--- src/rtl/dot_result_line_packer_pkg.sv ---
// rtl/dot_result_line_packer_pkg.sv - shared width constants and state enums for the line packer
package dot_result_line_packer_pkg;

  localparam int CACHE_WIDTH = 512;
  localparam int DATA_WIDTH  = 32;
  localparam int DATA_SIZE   = CACHE_WIDTH / DATA_WIDTH;
  localparam int LANE_IDX_W  = $clog2(DATA_SIZE);

  typedef enum logic {
    FILLING  = 1'b0,
    COMPLETE = 1'b1
  } fill_state_e;

  typedef enum logic {
    EMPTY = 1'b0,
    VALID = 1'b1
  } slot_state_e;

endpackage

--- src/rtl/dot_result_line_packer_out_slot.sv ---
// rtl/dot_result_line_packer_out_slot.sv - single-entry valid/ready output register with accepted-line counter
module packer_out_slot
  import dot_result_line_packer_pkg::*;
(
  input  logic                   clk,
  input  logic                   rst,
  input  logic                   load_i,
  input  logic [CACHE_WIDTH-1:0] load_data_i,
  input  logic [DATA_SIZE-1:0]   load_mask_i,
  input  logic                   ready_i,
  output logic                   free_o,
  output logic                   valid_o,
  output logic [CACHE_WIDTH-1:0] data_o,
  output logic [DATA_SIZE-1:0]   mask_o,
  output logic [31:0]            lines_out_o
);

  slot_state_e            state_q, state_d;
  logic [CACHE_WIDTH-1:0] data_q, data_d;
  logic [DATA_SIZE-1:0]   mask_q, mask_d;
  logic [31:0]            lines_q, lines_d;
  logic                   handshake;

  assign valid_o     = (state_q == VALID);
  assign handshake   = valid_o && ready_i;
  // Free when empty or draining this cycle, so a load can replace the outgoing line.
  assign free_o      = !valid_o || ready_i;
  assign data_o      = data_q;
  assign mask_o      = mask_q;
  assign lines_out_o = lines_q;

  always_comb begin
    state_d = state_q;
    data_d  = data_q;
    mask_d  = mask_q;
    lines_d = lines_q;
    if (handshake) begin
      lines_d = lines_q + 32'd1;
    end
    if (load_i) begin
      state_d = VALID;
      data_d  = load_data_i;
      mask_d  = load_mask_i;
    end else if (handshake) begin
      state_d = EMPTY;
    end
  end

  always_ff @(posedge clk) begin
    if (rst) begin
      state_q <= EMPTY;
      data_q  <= '0;
      mask_q  <= '0;
      lines_q <= '0;
    end else begin
      state_q <= state_d;
      data_q  <= data_d;
      mask_q  <= mask_d;
      lines_q <= lines_d;
    end
  end

endmodule

--- src/rtl/dot_result_line_packer.sv ---
// rtl/dot_result_line_packer.sv - packs the dot-product result stream into cache lines, double-buffered
module dot_result_line_packer
  import dot_result_line_packer_pkg::*;
(
  input  logic                   clk,
  input  logic                   rst,
  input  logic                   in_valid,
  input  logic [DATA_WIDTH-1:0]  in_data,
  input  logic                   flush,
  output logic                   line_valid,
  output logic [CACHE_WIDTH-1:0] line_data,
  output logic [DATA_SIZE-1:0]   line_mask,
  input  logic                   line_ready,
  output logic                   overflow,
  output logic [31:0]            lines_out,
  output logic                   busy
);

  localparam logic [LANE_IDX_W-1:0] LAST_LANE = LANE_IDX_W'(DATA_SIZE - 1);

  fill_state_e            fill_q, fill_d;
  logic [LANE_IDX_W-1:0]  lane_q, lane_d;
  logic [CACHE_WIDTH-1:0] buf_q, buf_d, wr_buf, commit_buf;
  logic [DATA_SIZE-1:0]   mask_q, mask_d, wr_mask, commit_mask;
  logic                   overflow_q, overflow_d;
  logic                   commit, slot_free;

  always_comb begin
    fill_d      = fill_q;
    lane_d      = lane_q;
    buf_d       = buf_q;
    mask_d      = mask_q;
    overflow_d  = overflow_q;
    wr_buf      = buf_q;
    wr_mask     = mask_q;
    commit      = 1'b0;
    commit_buf  = buf_q;
    commit_mask = mask_q;
    case (fill_q)
      FILLING: begin
        if (in_valid) begin
          wr_buf[lane_q*DATA_WIDTH +: DATA_WIDTH] = in_data;
          wr_mask[lane_q]                         = 1'b1;
        end
        if ((in_valid && lane_q == LAST_LANE) || (flush && wr_mask != '0)) begin
          commit_buf  = wr_buf;
          commit_mask = wr_mask;
          if (slot_free) begin
            commit = 1'b1;
            buf_d  = '0;
            mask_d = '0;
            lane_d = '0;
          end else begin
            fill_d = COMPLETE;
            buf_d  = wr_buf;
            mask_d = wr_mask;
          end
        end else begin
          buf_d  = wr_buf;
          mask_d = wr_mask;
          if (in_valid) begin
            lane_d = lane_q + 1'b1;
          end
        end
      end
      COMPLETE: begin
        // A word arriving on the commit cycle starts the next line in lane 0; flush is ignored here.
        if (slot_free) begin
          commit = 1'b1;
          fill_d = FILLING;
          buf_d  = '0;
          mask_d = '0;
          lane_d = '0;
          if (in_valid) begin
            buf_d[DATA_WIDTH-1:0] = in_data;
            mask_d[0]             = 1'b1;
            lane_d                = LANE_IDX_W'(1);
          end
        end else if (in_valid) begin
          overflow_d = 1'b1;
        end
      end
      default: ;
    endcase
  end

  always_ff @(posedge clk) begin
    if (rst) begin
      fill_q     <= FILLING;
      lane_q     <= '0;
      buf_q      <= '0;
      mask_q     <= '0;
      overflow_q <= 1'b0;
    end else begin
      fill_q     <= fill_d;
      lane_q     <= lane_d;
      buf_q      <= buf_d;
      mask_q     <= mask_d;
      overflow_q <= overflow_d;
    end
  end

  packer_out_slot u_out_slot (
    .clk         (clk),
    .rst         (rst),
    .load_i      (commit),
    .load_data_i (commit_buf),
    .load_mask_i (commit_mask),
    .ready_i     (line_ready),
    .free_o      (slot_free),
    .valid_o     (line_valid),
    .data_o      (line_data),
    .mask_o      (line_mask),
    .lines_out_o (lines_out)
  );

  assign overflow = overflow_q;
  assign busy     = (mask_q != '0) || line_valid;

endmodule

--- config.mk ---
export PLATFORM = sky130hd
export DESIGN_NAME = dot_result_line_packer
export DESIGN_NICKNAME = d
export VERILOG_FILES = /design/src/rtl/dot_result_line_packer_pkg.sv /design/src/rtl/dot_result_line_packer_out_slot.sv /design/src/rtl/dot_result_line_packer.sv
export SDC_FILE = /design/constraint.sdc
export NUM_CORES = 2
export LEC_CHECK = 0
export BUFFER_PORTS_ARGS = -buffer_cell sky130_fd_sc_hd__buf_4
export CORE_ASPECT_RATIO = 2
export CORE_MARGIN = 2
export CORE_UTILIZATION = 44
export DETAILED_ROUTE_END_ITERATION = 8
export PLACE_DENSITY_LB_ADDON = 0.08
export SLEW_MARGIN = 20
export SYNTH_ARGS = -nofsm -noshare
export SYNTH_HDL_FRONTEND = slang
export SYNTH_SLANG_ARGS = --single-unit
export TNS_END_PERCENT = 10
--- constraint.sdc ---
create_clock -name clk -period 8.1 [get_ports clk]
set_input_delay 1.62 -clock clk [delete_from_list [all_inputs] [get_ports clk]]
set_output_delay 1.62 -clock clk [all_outputs]
set_load 0.01 [all_outputs]
==> qor.txt <==
status -> finished with violations
failing checks -> DRC
global-route wire length before repair -> 255,900 um
CP max stage cell -> buf_4
HPWL after detailed placement -> 113,400 um
cell row count -> 160
EDFF count, synth -> 0
Design Power -> 0.01226 W
Fin. Hold Viols -> 0
Die W -> 223.2 um
setup TNS -> 0 ns
First DRT Iteration DRCs -> 3,920
crit end category -> flop
Avg Inst Size Synth -> 8.888 um^2
die area -> 98,740 um^2
most frequent cells in the layout -> 1,095 x dfxtp_1, 683 x buf_4, 623 x nand2_1, 335 x a21oi_1, 272 x o21ai_0
grt ovf -> 0
vias in the first global route -> 37,030
ratio of cells with drive above 1 in the final layout -> 17.80%
Avg WL per Cell -> 27.63 um
I/O pins -> 600
ys async rst share -> 0%
Final nets -> 5,101
total CTS buffers -> 97
Tmin final -> 4.634 ns
Placer Congestion -> 0.9735
dpl ws -> 3.117 ns
worst-path fanout max -> 80
ys flop type -> dfxtp_1
most frequent CP cell -> buf_4
sequential-to-total area share from yosys stat -> 51.85%
highest clock rate -> 215.8 MHz
Cell Pwr Density -> 241.9 nW/um^2
Final Max Tran Viols -> 0
Worst-path clk slew -> 0.06 ns
filler instances -> 9,039
IO buf count -> 599
clock skew -> 0.03065 ns
core box area -> 95,090 um^2
cell area after synthesis -> 42,280 um^2
drc violations -> 15
Pre-Repair DR Iteration Count -> 9
Crit Path Category -> flop to flop
Leak -> 18.59 nW
Mapped Cells -> 4,757
post-CTS sizing -> 0
Area Overhead vs Synth -> 19.85%
H-tree level count -> 3
normalized max-slew margin -> 17.80%
number of synthesized register bits -> 1,095
CP required -> 8.74 ns
post-route antenna net violation count -> 0
CTS Root Cell -> clkbuf_16
unrepaired setup endpoints after global routing -> no
YS warnings -> 0
effective utilization at floorplan -> 44.46%
critical path launch point type -> flop
Tightest Hold Check Type -> flop to flop
Distinct cells, synth -> 64
largest net degree at the start of global routing -> 194
worst skew pair latency -> 0.73 ns
Setup WS post-layout -> 3.466 ns
Worst Tran Pin Value -> 1.230 ns
most common cell after layout, fill and taps aside -> dfxtp_1
maxcap violations -> 0
Post-Route WL -> 175,400 um
routed vias -> 39,210
cts hold-fix bufs -> 0
postcts setup bufs -> 0
TritonCTS clock tree -> done
initial antenna violation count -> 9
final setup vio count -> 0
largest buffer count on any clock path -> 3
syn nets -> 4,803
Crit path largest cell delay -> 0.79 ns
Worst VDD drop -> 154.8 uV
CP arrival -> 5.27 ns
CTS Sinks -> 1,095
crit-path cells -> buf_4 -> inv_1 -> buf_4 -> ha_1 -> o41ai_2 -> a21oi_4 -> o21ai_4 -> buf_4 -> buf_4 -> nand2_1 -> nor2_1
vias per cell -> 6.178
Die H -> 442.4 um
Final period util -> 57.21%
gr usage total -> 34.42%
==> layout make-up <==
type	count	area, um^2	share of cell area (%)
inverters	98	375.4	0.7407
clock buffers	131	2725	5.378
well taps	1215	1520	3.000
diodes	4	10.01	0.01975
multi-input cells	3077	18230	35.96
clock inverters	41	716.9	1.415
flip-flops and latches	1095	21920	43.26
repair buffers	686	5181	10.22
==> synth_stat cells (74+ instances only) <==
cell       number  share of area, %
inv_1          97              0.86
o32ai_1        90               1.9
dfxtp_1      1095                52
nor3_1        238               2.8
a21oi_1       349               4.1
and3_1         91               1.3
o2bb2ai_1      74               1.5
nand2_1       629               5.6
nand3_1       121               1.4
o21ai_0       272               3.2
a31oi_1        80               1.2
o22ai_1       187               2.8
a221o_1       245               5.8
nor2_1        244               2.2
buf_2         124               1.5
clkbuf_1      340               3.0
==> power by group <==
part	internal, W	switching [W]
clock network	0.00288	0.00220
logic	0.000417	0.00111
registers	0.00554	0.000107
total	0.00884	0.00341
==> cells by family after synthesis <==
group | count (synthesis) | share of synthesized area (%)
AOI/OAI and AO/OA | 1537 | 25.42
and+or+nand+nor | 1498 | 16.13
DFF | 1095 | 51.85
buffers and inverters | 585 | 5.643
xor gates and xnor gates | 30 | 0.6214
adders and majority gates | 9 | 0.2663
muxes | 3 | 0.07103
==> critical path, delay by kind of cell, from the launching register on <==
family	cells	cell delay, ns
flip-flops	1	0.31
AO/OA/AOI/OAI	3	1.16
AND/OR/NAND/NOR	2	0.81
adder cells (fa/ha/maj)	1	0.27
buffers and inverters	5	1.96
==> stage by stage <==
stage                     cells  util (%)  hold slack (ns)  instance area [um^2]
after global routing       6344     53.28           0.4616                 50670
after CTS                  6343     53.27           0.4477                 50660
after detailed placement   6171     49.65           0.4398                 47220
after global placement     6171     49.65           0.4353                 47210
final                      6347     53.29           0.4479                 50670
after floorplan            4757         -           0.4261                 42280
==> sequential cells by signal (all words and copies together), names as in the netlist <==
register	flops
buf_q	512
u_out_slot.data_o	512
u_out_slot.lines_out_o	32
mask_q	16
u_out_slot.mask_o	16
lane_q	4
fill_q	1
overflow	1
u_out_slot.valid_o	1
==> final timing paths <==
path	start	endpoint	slack (ns)	depth (start not counted)
worst max-delay path	lane_q[0]	mask_q[14]	3.47	11
worst min-delay path	buf_q[110]	buf_q[110]	0.45	2
worst max register to register	lane_q[0]	mask_q[14]	3.47	11
worst min register to register	buf_q[110]	buf_q[110]	0.45	2
==> metal layers <==
| metal | vias to the layer above | global-route usage (%) | wire length [um] |
|---|---|---|---|
| met3 | 354 | 9.600 | 15570 |
| met2 | 1721 | 55.82 | 82300 |
| li1 | 17980 | - | - |
| met1 | 19160 | 40.08 | 65400 |
| met4 | 2 | 21.32 | 12090 |
| met5 | - | 0 | 32 |
Power figures use the tool's default switching activity.
